### src/rtl/jtag_scan_master_if.sv
// jtag_scan_master_if: command/response channel between a debug host and the JTAG scan master.
interface jtag_scan_master_if #(
    parameter int MAX_LEN = 8,
    parameter int LW = $clog2(MAX_LEN + 1)
);
    logic cmd_valid;
    logic cmd_ready;
    logic [1:0] cmd_op;
    logic [LW-1:0] cmd_len;
    logic [MAX_LEN-1:0] cmd_data;
    logic rsp_valid;
    logic [MAX_LEN-1:0] rsp_data;
    logic busy;
    modport master (output cmd_valid, cmd_op, cmd_len, cmd_data, input cmd_ready, rsp_valid, rsp_data, busy);
    modport slave (input cmd_valid, cmd_op, cmd_len, cmd_data, output cmd_ready, rsp_valid, rsp_data, busy);
endinterface

### src/rtl/jtag_scan_master.sv
// jtag_scan_master: runs one TAP reset, IR scan or DR scan per command, starting and ending in Run-Test/Idle.
module jtag_scan_master #(
    parameter int MAX_LEN = 8,
    parameter int CLK_DIV = 2
) (
    input  logic clk,
    input  logic trst,
    jtag_scan_master_if.slave cmd,
    output logic tck,
    output logic tms,
    output logic tdi,
    input  logic tdo
);
    localparam int LW = $clog2(MAX_LEN + 1);
    localparam int DW = CLK_DIV > 1 ? $clog2(CLK_DIV) : 1;
    typedef enum logic [2:0] {IDLE, PRE, SHIFT, POST, DONE} state_t;
    state_t state, state_n;
    logic [DW-1:0] div, div_n;
    logic [2:0] step, step_n, hdr_last, ones;
    logic [LW-1:0] rem, rem_n, lenm1, lenm1_n, len_c;
    logic [1:0] op, op_n;
    logic [MAX_LEN-1:0] data, data_n, mask, mask_n, rsp, rsp_n;
    logic tck_n, tms_n, tdi_n, rsp_valid, rsp_valid_n;
    logic accept, active, half_end, rise, fall, last_pre;

    assign cmd.cmd_ready = state == IDLE;
    assign cmd.busy = state != IDLE;
    assign cmd.rsp_valid = rsp_valid;
    assign cmd.rsp_data = rsp;
    assign accept = state == IDLE && cmd.cmd_valid;
    assign active = state == PRE || state == SHIFT || state == POST;
    assign half_end = div == DW'(CLK_DIV - 1);
    assign rise = active && half_end && !tck;
    assign fall = active && half_end && tck;
    // TMS header: 'ones' leading 1s then 0s up to step hdr_last
    assign hdr_last = op == 2'b10 ? 3'd5 : op == 2'b01 ? 3'd3 : 3'd2;
    assign ones = op == 2'b10 ? 3'd5 : op == 2'b01 ? 3'd2 : 3'd1;
    assign last_pre = step == hdr_last;
    assign len_c = cmd.cmd_len == '0 ? LW'(1) : cmd.cmd_len > LW'(MAX_LEN) ? LW'(MAX_LEN) : cmd.cmd_len;

    always_ff @(posedge clk or negedge trst) begin
        if (!trst) begin
            state <= IDLE;
            div <= '0;
            step <= '0;
            rem <= '0;
            lenm1 <= '0;
            op <= '0;
            data <= '0;
            mask <= '0;
            rsp <= '0;
            tck <= 1'b0;
            tms <= 1'b1;
            tdi <= 1'b0;
            rsp_valid <= 1'b0;
        end else begin
            state <= state_n;
            div <= div_n;
            step <= step_n;
            rem <= rem_n;
            lenm1 <= lenm1_n;
            op <= op_n;
            data <= data_n;
            mask <= mask_n;
            rsp <= rsp_n;
            tck <= tck_n;
            tms <= tms_n;
            tdi <= tdi_n;
            rsp_valid <= rsp_valid_n;
        end
    end

    always_comb begin
        state_n = state == IDLE ? (accept ? (cmd.cmd_op == 2'b11 ? DONE : PRE) : IDLE)
                : state == DONE ? IDLE
                : !fall ? state
                : state == PRE ? (last_pre ? (op == 2'b10 ? DONE : SHIFT) : PRE)
                : state == SHIFT ? (rem == '0 ? POST : SHIFT)
                : state == POST ? (step == 3'd1 ? DONE : POST) : IDLE;
    end

    always_comb begin
        div_n = active ? (half_end ? '0 : div + 1'b1) : '0;
        tck_n = active && half_end ? !tck : tck;
        step_n = step;
        rem_n = rem;
        lenm1_n = lenm1;
        op_n = op;
        data_n = data;
        mask_n = mask;
        rsp_n = rsp;
        tms_n = tms;
        tdi_n = tdi;
        rsp_valid_n = state == DONE;
        if (accept) begin
            op_n = cmd.cmd_op;
            lenm1_n = len_c - LW'(1);
            data_n = cmd.cmd_data;
            rsp_n = '0;
            step_n = '0;
            tms_n = cmd.cmd_op == 2'b11 ? tms : 1'b1;
            tdi_n = 1'b0;
        end
        if (rise && state == SHIFT) rsp_n = rsp | (tdo ? mask : '0);
        if (fall && state == PRE && !last_pre) begin
            step_n = step + 3'd1;
            tms_n = step + 3'd1 < ones;
        end
        if (fall && state == PRE && last_pre && op != 2'b10) begin
            step_n = '0;
            rem_n = lenm1;
            mask_n = MAX_LEN'(1);
            tms_n = lenm1 == '0;
            tdi_n = data[0];
        end
        if (fall && state == SHIFT && rem != '0) begin
            rem_n = rem - LW'(1);
            data_n = data >> 1;
            mask_n = mask << 1;
            tdi_n = data_n[0];
            tms_n = rem == LW'(1);
        end
        if (fall && state == SHIFT && rem == '0) begin
            step_n = '0;
            tms_n = 1'b1;
            tdi_n = 1'b0;
        end
        if (fall && state == POST) begin
            step_n = step + 3'd1;
            tms_n = 1'b0;
        end
    end
endmodule
### src/flat_wrapper.sv
// flat-port wrapper written by rule: the top's interface ports become plain ports
module jtag_scan_master_flat 
#(
    parameter int MAX_LEN = 8,
    parameter int CLK_DIV = 2
)
  (clk, trst, tck, tms, tdi, tdo, cmd_cmd_valid, cmd_cmd_op, cmd_cmd_len, cmd_cmd_data, cmd_cmd_ready, cmd_rsp_valid, cmd_rsp_data, cmd_busy);
  jtag_scan_master_if #(.MAX_LEN(MAX_LEN)) cmd_i ();
  input  logic clk;
  input  logic trst;
  output logic tck;
  output logic tms;
  output logic tdi;
  input  logic tdo;
  input wire logic [$bits(cmd_i.cmd_valid)-1:0] cmd_cmd_valid;
  input wire logic [$bits(cmd_i.cmd_op)-1:0] cmd_cmd_op;
  input wire logic [$bits(cmd_i.cmd_len)-1:0] cmd_cmd_len;
  input wire logic [$bits(cmd_i.cmd_data)-1:0] cmd_cmd_data;
  output wire logic [$bits(cmd_i.cmd_ready)-1:0] cmd_cmd_ready;
  output wire logic [$bits(cmd_i.rsp_valid)-1:0] cmd_rsp_valid;
  output wire logic [$bits(cmd_i.rsp_data)-1:0] cmd_rsp_data;
  output wire logic [$bits(cmd_i.busy)-1:0] cmd_busy;
  assign cmd_i.cmd_valid = cmd_cmd_valid;
  assign cmd_i.cmd_op = cmd_cmd_op;
  assign cmd_i.cmd_len = cmd_cmd_len;
  assign cmd_i.cmd_data = cmd_cmd_data;
  assign cmd_cmd_ready = cmd_i.cmd_ready;
  assign cmd_rsp_valid = cmd_i.rsp_valid;
  assign cmd_rsp_data = cmd_i.rsp_data;
  assign cmd_busy = cmd_i.busy;
  jtag_scan_master #(.MAX_LEN(MAX_LEN), .CLK_DIV(CLK_DIV)) u_core (.clk(clk), .trst(trst), .cmd(cmd_i), .tck(tck), .tms(tms), .tdi(tdi), .tdo(tdo));
endmodule
### config.mk
export PLATFORM = sky130hd
export DESIGN_NAME = jtag_scan_master_flat
export DESIGN_NICKNAME = d
export VERILOG_FILES = /design/src/rtl/jtag_scan_master_if.sv /design/src/rtl/jtag_scan_master.sv /design/src/flat_wrapper.sv
export SDC_FILE = /design/constraint.sdc
export NUM_CORES = 1
export LEC_CHECK = 0
export CAP_MARGIN = 10
export CORE_AREA = 2 2 68 70
export CTS_CLUSTER_SIZE = 8
export DETAILED_ROUTE_END_ITERATION = 8
export DIE_AREA = 0 0 70 72
export PLACE_DENSITY = 0.75
export SLEW_MARGIN = 20
export SYNTH_ARGS = -nofsm -noshare
export SYNTH_HDL_FRONTEND = slang
export SYNTH_SLANG_ARGS = --single-unit
### constraint.sdc
create_clock -name clk -period 2.3 [get_ports clk]
set_input_delay 0.345 -clock clk [delete_from_list [all_inputs] [get_ports clk]]
set_output_delay 0.345 -clock clk [all_outputs]
set_load 0.01 [all_outputs]
==> impl_metrics.env <==
export IMPL_drc=0
export IMPL_synth_edf_count=0
export IMPL_synthSimpleGateAreaFrac=0.207
export IMPL_syn_inst=234
export IMPL_clockBufferDepth=2
export IMPL_synth_area_top_cells="dfrtp_1, nand2_1, ha_1"
export IMPL_post_cts_buffers=0
export IMPL_synth_xor_xnor_area_share=0.0116
export IMPL_layout_drive_gt1_share=0.100
export IMPL_vias=1778
export IMPL_worst_r2r_setup_slack_ns=0.17
export IMPL_p_leak_nw=1.26
export IMPL_path_clk_slew_ns=0.09
export IMPL_cp_end_kind="output pin"
export IMPL_pwr_share_clk=0.417
export IMPL_power_frac_comb=0.038
export IMPL_busiest_layer="met2"
export IMPL_multi_input_area_um2=1050
export IMPL_path_cells="buf_4, or3_1, inv_2, clkdlybuf4s50_1"
export IMPL_start_util=0.532
export IMPL_wl_per_cell_um=13.9
export IMPL_synth_compound_area_frac=0.179
export IMPL_maxSlewViolCount=0
export IMPL_hpwl_mm=3.23
export IMPL_worstPathArrival_ns=1.80
export IMPL_path_class="register to output pin"
export IMPL_core_um2=4260
export IMPL_die_area_um2=5040
export IMPL_ioPinCount=32
export IMPL_intPower_mw=1.15
export IMPL_first_pass_iters=4
export IMPL_finalHoldViolations=0
export IMPL_antenna_left=0
export IMPL_crit_path_start_kind="register"
export IMPL_antenna_found_initial=0
export IMPL_ys_flop_type="dfrtp_1"
export IMPL_ys_ff_latch=45
export IMPL_drt_iter0_markers=170
export IMPL_io_buffers=31
export IMPL_rows=24
export IMPL_regArea_um2=1130
export IMPL_synth_largest_area_cell="dfrtp_1"
export IMPL_fmax_mhz=466
export IMPL_overflow=0
export IMPL_clockRootBuffer="clkbuf_8"
export IMPL_vdd_ir_drop_worst_v=0.000380
export IMPL_synth_adder_area_share=0.0552
export IMPL_clk_insertion_delay_late_ns=0.30
export IMPL_max_slew_margin=0.586
export IMPL_avgViaCountPerCell=5.52
export IMPL_grtUsageTotal=0.201
export IMPL_cts_sinks=45
export IMPL_grt_first_pass_wirelength_mm=8.03
export IMPL_htreeDepth=2
export IMPL_layout_nets=297
export IMPL_rsz0062_at_grt="true"
export IMPL_die_h_um=72
export IMPL_swShare=0.210
export IMPL_synthMuxAreaShare=0.00938
export IMPL_yosysTopAreaCellShare=0.485
export IMPL_cp_required_ns=1.96
export IMPL_min_period_ns=2.15
export IMPL_synth_top_family_by_area="simple AND/OR/NAND/NOR gates"
export IMPL_power_frac_seq=0.545
export IMPL_n_fill_cell=357
export IMPL_startpoint="u_core.state[2]$_DFFE_PN0P_"
export IMPL_yosysSeqAreaShare=0.497
export IMPL_skew_ns=0.0116
export IMPL_wl_mm=4.47
export IMPL_place_ws_ns=0.216
export IMPL_grt_pass1_vias=1699
export IMPL_numCtsBuffers=5
export IMPL_grt_util_met2=0.311
export IMPL_crit_fanout=10
export IMPL_r2r_start="u_core.rem[1]$_DFFE_PN0P_"
export IMPL_synth_area_um2=2270
export IMPL_setup_ws_ns=0.153
export IMPL_ys_types=49
export IMPL_grt_use_met3=0.0528
export IMPL_ff2ff_path_depth=6
export IMPL_min_period_over_period=0.933
export IMPL_cts_tree="built"
export IMPL_synth_net_count=262
export IMPL_syn_area_per_cell_um2=9.69
export IMPL_tightest_slew_ns=0.617
export IMPL_crit_path_end="cmd_cmd_ready"
export IMPL_grt_max_degree=46
export IMPL_diodes=0
export IMPL_finalSetupTns_ns=0
export IMPL_setup_violations=0
export IMPL_max_stage_delay_ns=0.52
export IMPL_hold_path_class="input pin to asynchronous set/reset pin"
export IMPL_ys_warn_count=0
export IMPL_critical_path_slowest_cell="clkdlybuf4s50_1"
export IMPL_p_per_area_nw_per_um2=526
export IMPL_area_growth_syn_to_layout_pct=21.6
export IMPL_r2r_end="u_core.rem[1]$_DFFE_PN0P_"
export IMPL_grt_use_met1=0.285
export IMPL_max_cap_violations=0
export IMPL_async_reset_ff_frac=1.00
export IMPL_gp_congestion=0.846
export IMPL_power_switching_mw=0.305
export IMPL_die_x_um=70
export IMPL_status="finished, final reports clean"
## how the worst min path moves through the flow
stage	end	cells past startpoint	slack, ns
global route	u_core.cmd.rsp_data[7]$_DFFE_PN0P_	2	0.15
detailed placement	u_core.cmd.rsp_valid$_DFF_PN0_	2	0.46
floorplan	u_core.cmd.rsp_data[0]$_DFFE_PN0P_	0	0.05
finish	u_core.cmd.rsp_data[7]$_DFFE_PN0P_	2	0.11
global placement	u_core.state[1]$_DFFE_PN0P_	2	0.46
CTS	u_core.cmd.rsp_data[5]$_DFFE_PN0P_	2	0.13
## synthesized netlist by cell type (all sizes together) (2+ instances only)
master,n
nand2,41
nor2,11
nand3b,2
a21oi,14
or3b,2
and3,3
o21ai,22
a22o,7
xnor2,2
and2,3
ha,10
nand2b,6
dfrtp,44
a21o,3
nand3,5
nor2b,6
clkbuf,5
inv,10
buf,6
a22oi,6
or3,2
o211ai,3
nor4,2
nor3,3
## final cells by class
cell class | count | share of cell area
sequential | 45 | 0.409
inverter | 10 | 0.0136
timing repair buffer | 39 | 0.132
clock buffer | 5 | 0.0249
clock inverter | 3 | 0.0159
tap | 52 | 0.0236
multi-input combinational | 168 | 0.381
## critical path: cells and delay by family (launching register included)
kind                   cells  cell delay, ns
DFF                        1            0.39
and+or+nand+nor            1            0.35
buffers and inverters      3            0.77
## registers in the layout, indices dropped and copies added, names as in the netlist
| signal | count |
|---|---|
| u_core.state | 3 |
| u_core.mask | 8 |
| u_core.div | 1 |
| u_core.tdi | 1 |
| u_core.tck | 1 |
| u_core.cmd.rsp_valid | 1 |
| u_core.tms | 1 |
| u_core.rem | 4 |
| u_core.step | 3 |
| u_core.lenm1 | 4 |
| u_core.data | 8 |
| u_core.cmd.rsp_data | 8 |
| u_core.op | 2 |
## logic make-up after synthesis
kind of cell	count (synthesis)
xor gates and xnor gates	3
adders and majority gates	10
buffers and inverters	21
and+or+nand+nor	90
AOI/OAI and AO/OA	63
muxes	2
DFF	45
## power groups by stage
stage / Sequential (mW) / Clock (mW) / Combinational, mW
5_1_grt: 0.791 / 0.650 / 0.0638
3_3_place_gp: 0.806 / 0 / 0.0567
4_1_cts: 0.790 / 0.620 / 0.0570
3_5_place_dp: 0.806 / 0 / 0.0569
6_report: 0.790 / 0.605 / 0.0551
2_1_floorplan: 0.806 / 0 / 0.00924
## per-stage QoR
step	cells	instance area [um2]	power [mW]	util	hold slack, ns
floorplan	234	2270	0.816	-	0.0494
global placement	314	2640	0.863	0.620	0.460
detailed placement	314	2640	0.863	0.620	0.461
CTS	322	2760	1.47	0.646	0.130
global route	322	2760	1.50	0.647	0.154
finish	322	2760	1.45	0.647	0.109
## metal layers
metal,up-vias,wire (um)
met5,-,0
met3,5,193
met1,844,2200
met2,41,2030
met4,0,45
li1,888,-
## cells in the final DEF, fill, tap and decap left out, drive strengths merged, types with 2 or more instances in the layout
cell type and n:
clkdlybuf4s50 30, inv 11, xnor2 2, and3 3, clkbuf 5, nand3b 2, o211ai 3, a22o 7
or3 2, dfrtp 44, nor2 11, ha 10, nand2b 6, buf 9, a21o 3, a21oi 14
or3b 2, o21ai 22, nand3 5, nor4 2, a22oi 6, nor3 3, nor2b 6, nand2 41
and2 3
## repair_timing
| item | in CTS | in global routing |
|---|---|---|
| endpoints found under the hold margin | 0 | 0 |
| gates resized for setup | 0 | 1 |
| endpoints found under the setup margin | 0 | 2 |
| hold buffers | 0 | 0 |
Power figures use the tool's default switching activity.
==> edit 1, RTL diff (config.mk and constraints unchanged) <==
Make the reset (`trst`) synchronous in one clocked block.
--- a/src/rtl/jtag_scan_master.sv
+++ b/src/rtl/jtag_scan_master.sv
@@ -39,5 +39,5 @@
     assign len_c = cmd.cmd_len == '0 ? LW'(1) : cmd.cmd_len > LW'(MAX_LEN) ? LW'(MAX_LEN) : cmd.cmd_len;
 
-    always_ff @(posedge clk or negedge trst) begin
+    always_ff @(posedge clk) begin
         if (!trst) begin
             state <= IDLE;
Check against the original RTL: differs if trst is asserted again (counterexample within 4 cycles, from zero or initial values and one cycle with trst low); with trst held inactive, the same outputs for 10 cycles.
==> edit 1 against the original RTL <==
  * Wire length rose by 10%
  * Highest routed layer unchanged
  * Final area fell by 2.1%
  * Non-clock buffer count rose by 4
  * Sequential cell count did not move
  * Worst setup slack got worse by 0.0087 ns
  * Synthesized area fell by 4.6%
  * Largest cell class is now multi-input combinational cells
Power is not compared: it rests on default switching activity, and its combinational part moved more than twofold at a synthesized area within 25%.
==> edit 1: results (changes against the original RTL) <==
Setup path
  • CP max FO: 4 (was 10)
  • Crit path DAT: 2.39 ns (was 1.80 ns)
  • CP bufs+invs: 1 (was 3)
  • CP max stage delay: 0.44 ns (was 0.52 ns)
  • CP delay by family, top: simple AND/OR/NAND/NOR gates (was buffers and inverters)
  • Crit-path slowest cell: or4_1 (was clkdlybuf4s50_1)

Detailed routing
  • DRT antenna net count: 0 (unchanged)
  • DR iter-0 viols: 165 (was 170)
  • DRT Wirelength: 4.91 mm (was 4.47 mm)
  • Vias per inst: 5.66 (was 5.52)

Cells and area
  • N_diodes: 0 (unchanged)
  • Non-Filler Cell Area, Final: 2700 µm² (was 2760 µm²)
  • Net count reported at finish: 317 (was 297)
  • Fin cells: 342 (was 322)
  • FILL cells: 382 (was 357)

GRT
  • Vias in the first global route: 1840 (was 1699)
  • First-pass GRT wire length: 8.34 mm (was 8.03 mm)
  • Largest net degree at the start of global routing: 23 (was 46)
  • GRT Overall Usage: 0.204 (was 0.201)

Place
  • Post-DP HPWL: 3.44 mm (was 3.23 mm)
  • Placed Area: 2570 µm² (was 2640 µm²)
  • Cells after DPL: 334 (was 314)
  • Dpl ws: 0.113 ns (was 0.216 ns)
  • Port Buffer Count: 31 (unchanged)
  • Routability-driven placement congestion ratio: 0.797 (was 0.846)

Min path
  • Tightest Hold Check Type: flip-flop to flip-flop (was primary input to asynchronous set/reset pin)

Synthesis
  • Synth Warn #: 0 (unchanged)
  • Seq/Total Area, Yosys: 0.416 (was 0.497)
  • Top_reg_cell synth: dfxtp_1 (was dfrtp_1)
  • Synth Net Count: 281 (was 262)
  • Synth area leaders: dfxtp_1 (42%), nor2_1 (6.9%), a22oi_1 (6.2%) (was dfrtp_1 (49%), nand2_1 (6.6%), ha_1 (5.5%))
  • Yosys cell types: 48 (was 49)
  • Fraction of registers with async set/reset: 0 (was 1.00)
  • Syn Inst Count: 253 (was 234)
  • Commonest cells in the netlist: dfxtp_1 (45), nor2_1 (40), nand2_1 (29) (was dfrtp_1 (44), nand2_1 (40), a21oi_1 (14))

Status
  • Outcome: complete, no violations (unchanged)

STA
  • Final setup skew: 0.0116 ns (about the same)
  • Slew of the pin with the lowest slew margin: 0.485 ns (was 0.617 ns)

Clock network
  • Skew-Pair Late Insertion Delay: 0.30 ns (about the same)
  • H-tree depth: 2 (unchanged)
-- edit 1: cell types whose count changed after synthesis, moves of 7 or more --
cell	unedited run	this run
dfxtp_1	0	45
nor2_1	10	40
nand2_1	40	29
dfrtp_1	44	0
a22o_1	7	0
a311oi_1	0	8
clkbuf_1	5	12
o21ai_1	11	0
a22oi_1	6	18
-- edit 1: per-layer routing --
layer  wire length, µm  GRT usage  part of all wire
met1              2350      0.262              0.48
met2              2270      0.342              0.46
met3               241     0.0514             0.049
met4                53     0.0620             0.011
met5                 0          0                 0
-- edit 1: kinds of logic (layout without fill, tap and decap cells) --
kind of cell | after synthesis | count (layout) | share of synthesized area
XOR/XNOR | 3 | 3 | 0.0121
multiplexers | 3 | 3 | 0.0162
adder cells (fa/ha/maj) | 10 | 10 | 0.0578
flip-flops | 45 | 45 | 0.416
buffers and inverters | 27 | 64 | 0.0491
AND/OR/NAND/NOR | 106 | 106 | 0.254
AO/OA/AOI/OAI | 59 | 59 | 0.194
-- edit 1: path summary, 6_finish.rpt --
| path | start | endpoint | slack (ns) | depth (start not counted) |
|---|---|---|---|---|
| max reg2reg | u_core.rem[0]$_SDFFE_PN0P_ | u_core.rem[3]$_SDFFE_PN0P_ | 0.14 | 7 |
| min | u_core.data[7]$_SDFFE_PP0P_ | u_core.data[7]$_SDFFE_PP0P_ | 0.47 | 2 |
| min reg2reg | u_core.data[7]$_SDFFE_PP0P_ | u_core.data[7]$_SDFFE_PP0P_ | 0.47 | 2 |
| max | u_core.rem[0]$_SDFFE_PN0P_ | u_core.rem[3]$_SDFFE_PN0P_ | 0.14 | 7 |
-- edit 1: where the power goes --
part | internal (W) | switching [W] | total, W
Clock | 0.000353 | 0.000269 | 0.000622
Sequential | 0.000804 | 0.0000203 | 0.000825
Combinational | 0.0000953 | 0.0000991 | 0.000194
-- edit 1: final cells by class --
class / instances / area share
Timing Repair Buffer: 43 / 0.148
Inverter: 13 / 0.0181
Multi-Input combinational cell: 181 / 0.431
Sequential cell: 45 / 0.334
Clock inverter: 2 / 0.0139
Clock buffer: 6 / 0.0306
Tap cell: 52 / 0.0241
-- edit 1: repair_timing --
action | in CTS | in global routing
resized for setup | 0 | 2
endpoints found under the setup margin | 0 | 10
setup buffers | 0 | 0
-- edit 1: tightest hold or removal path, cell delays in order, from the launching register on --
cell and delay, ns:
dfxtp_1 0.32, nand2_1 0.06, a21oi_1 0.06
==> edit 2, RTL diff (same settings) <==
Made on the original files. `MAX_LEN` is set to 8 in 3 places; all go to 4.
--- a/src/rtl/jtag_scan_master_if.sv
+++ b/src/rtl/jtag_scan_master_if.sv
@@ -1,5 +1,5 @@
 // jtag_scan_master_if: command/response channel between a debug host and the JTAG scan master.
 interface jtag_scan_master_if #(
-    parameter int MAX_LEN = 8,
+    parameter int MAX_LEN = 4,
     parameter int LW = $clog2(MAX_LEN + 1)
 );
--- a/src/rtl/jtag_scan_master.sv
+++ b/src/rtl/jtag_scan_master.sv
@@ -1,5 +1,5 @@
 // jtag_scan_master: runs one TAP reset, IR scan or DR scan per command, starting and ending in Run-Test/Idle.
 module jtag_scan_master #(
-    parameter int MAX_LEN = 8,
+    parameter int MAX_LEN = 4,
     parameter int CLK_DIV = 2
 ) (
--- a/src/flat_wrapper.sv
+++ b/src/flat_wrapper.sv
@@ -2,5 +2,5 @@
 module jtag_scan_master_flat 
 #(
-    parameter int MAX_LEN = 8,
+    parameter int MAX_LEN = 4,
     parameter int CLK_DIV = 2
 )
Ports: changed (resized cmd_cmd_data, cmd_cmd_len and cmd_rsp_data); port bits go from 32 to 23. The function was not compared with the original's and may differ.
==> edit 2 against the original RTL <==
  * Wire length is 19% lower
  * Synthesized area shrank 23%
  * Non-clock buffer count is 12 lower
  * Sequential cell count fell by 14
  * Final area shrank 22%
  * Core utilization decreased by 14 points
  * Clock skew shrank 0.0028 ns
  * Highest routed layer unchanged
  * Worst setup slack lost 0.012 ns
  * Register-to-register slack gained 0.04 ns
Power is not compared: it rests on default switching activity, and its combinational part moved more than twofold at a synthesized area within 25%.
==> edit 2: results (changes against the original RTL) <==
Setup path
  • Crit path DAT: 1.81 ns
  • CP delay by family, top: buffers and inverters (unchanged)
  • CP max stage delay: 0.52 ns (about the same)
  • Worst r2r src: u_core.step[0]$_DFFE_PN0P_ (was u_core.rem[1]$_DFFE_PN0P_)
  • Reg-to-reg endpoint: u_core.tms$_DFFE_PN1P_ (was u_core.rem[1]$_DFFE_PN0P_)
  • R2r worst-path depth: 8 (was 6)
  • CP max FO: 14 (was 10)
  • R2R Setup Slk: 0.21 ns (was 0.17 ns)

Synthesis
  • Compound-Gate Fraction of Synth Area: 0.204 (was 0.179)
  • Fraction of registers with async set/reset: 1.00 (unchanged)
  • Synth area leaders: dfrtp_1 (43%), ha_1 (7.8%), nand2_1 (4.7%) (was dfrtp_1 (49%), nand2_1 (6.6%), ha_1 (5.5%))
  • Multiplexer share of the synthesized area: 0.0178 (was 0.00938)
  • XOR/XNOR share of the synthesized area: 0.0249 (was 0.0116)
  • Post-Synth Adder-Cell Area: 0.0783 (was 0.0552)
  • Seq/Total Area, Yosys: 0.442 (was 0.497)
  • Synth Net Count: 208 (was 262)
  • Yosys cell types: 48 (was 49)
  • Commonest cells in the netlist: dfrtp_1 (30), nand2_1 (22), o21ai_0 (16) (was dfrtp_1 (44), nand2_1 (40), a21oi_1 (14))

Clock network
  • Cts bufs inserted: 5 (unchanged)
  • Skew-Pair Late Insertion Delay: 0.29 ns
  • Clock buffer depth: 2 (unchanged)
  • Reg clk slew, reported paths: 0.07 ns (was 0.09 ns)
  • H-tree depth: 2 (unchanged)
  • CTS resizes: 0 (unchanged)
  • Root Buffer: clkbuf_8 (unchanged)
  • # Post-CTS Setup Buffers: 0 (unchanged)

Place
  • Port Buffer Count: 22 (was 31)
  • Routability-driven placement congestion ratio: 0.905 (was 0.846)
  • Dpl ws: 0.241 ns (was 0.216 ns)
  • Post-DP HPWL: 2.61 mm (was 3.23 mm)

Detailed routing
  • DR iter-0 viols: 112 (was 170)
  • Pre-antenna DRT Iters: 4 (unchanged)
  • Vias per inst: 5.32 (was 5.52)
  • Routed length per instance: 13.6 µm (was 13.9 µm)

Cells and area
  • N_diodes: 0 (unchanged)
  • Net count reported at finish: 236 (was 297)
  • Share of layout cells above drive strength 1: 0.104 (was 0.100)
  • FILL cells: 426 (was 357)

GRT
  • First-pass GRT wire length: 6.42 mm (was 8.03 mm)
  • Vias in the first global route: 1431 (was 1699)
  • Initial antenna violation count: 0 (unchanged)
  • GRT overflow: 0 (unchanged)
  • GRT Overall Usage: 0.161 (was 0.201)
  • Largest net degree at the start of global routing: 32 (was 46)

STA
  • Slew of the pin with the lowest slew margin: 0.467 ns (was 0.617 ns)
  • Final setup skew: 0.00885 ns (was 0.0116 ns)
  • Worst hold margin: 0.441 ns (was 0.109 ns)

Power
  • Power Internal: 0.00159 W
  • Peak supply drop: 0.532 mV
  • LEAKAGE: 0.966 nW

Min path
  • Tightest Hold Check Type: primary input to asynchronous set/reset pin (unchanged)

Status
  • Outcome: complete, no violations (unchanged)
-- edit 2: worst register-to-register path: stages (launching register included) --
cell,delay (ns)
dfrtp_1,0.46
ha_1,0.24
nor2b_1,0.14
or2_2,0.28
ha_1,0.30
a21oi_1,0.13
o21ai_0,0.10
a32o_1,0.21
a21oi_1,0.15
-- edit 2: kinds of logic after synthesis --
kind of cell	after synthesis
AOI/OAI and AO/OA	54
xor gates and xnor gates	5
adders and majority gates	11
buffers and inverters	19
DFF	31
muxes	3
and+or+nand+nor	61
-- edit 2: layer usage --
layer  wire length [µm]  track usage  up-vias
met2               1650        0.254       34
met3                140       0.0389        8
met5                  0            0        -
met1               1720        0.205      658
met4                 85       0.0897        0
li1                   -            -      705
-- edit 2: stage by stage --
| step | instances | cell area, µm² |
|---|---|---|
| 2_1_floorplan | 184 | 1760 |
| 3_3_place_gp | 257 | 2060 |
| 3_5_place_dp | 257 | 2060 |
| 4_1_cts | 264 | 2140 |
| 5_1_grt | 264 | 2140 |
| 6_report | 264 | 2140 |
-- edit 2: worst max-delay path by stage --
stage | start | end | slack, ns
global route | u_core.state[2]$_DFFE_PN0P_ | cmd_cmd_ready | 0.06
global placement | u_core.step[0]$_DFFE_PN0P_ | u_core.tms$_DFFE_PN1P_ | 0.31
detailed placement | u_core.step[0]$_DFFE_PN0P_ | u_core.tms$_DFFE_PN1P_ | 0.24
finish | u_core.state[2]$_DFFE_PN0P_ | cmd_cmd_ready | 0.14
floorplan | u_core.step[0]$_DFFE_PN0P_ | u_core.tms$_DFFE_PN1P_ | 0.35
CTS | u_core.state[2]$_DFFE_PN0P_ | cmd_cmd_ready | 0.14
-- edit 2: final cells by class --
cell class,count,share of cell area
tap,52,0.0304
sequential,31,0.363
clock buffer,6,0.0385
clock inverter,1,0.00234
inverter,13,0.0228
timing repair buffer,27,0.120
multi-input combinational,134,0.423
-- edit 2: power by group through the flow --
| stage | sequential [W] | combinational (W) | clock, W |
|---|---|---|---|
| floorplan | 0.000899 | 0.000977 | 0 |
| global placement | 0.000963 | 0.00123 | 0 |
| detailed placement | 0.000974 | 0.00126 | 0 |
| CTS | 0.000965 | 0.00128 | 0.000447 |
| global route | 0.00101 | 0.00145 | 0.000466 |
| finish | 0.000966 | 0.00127 | 0.000436 |
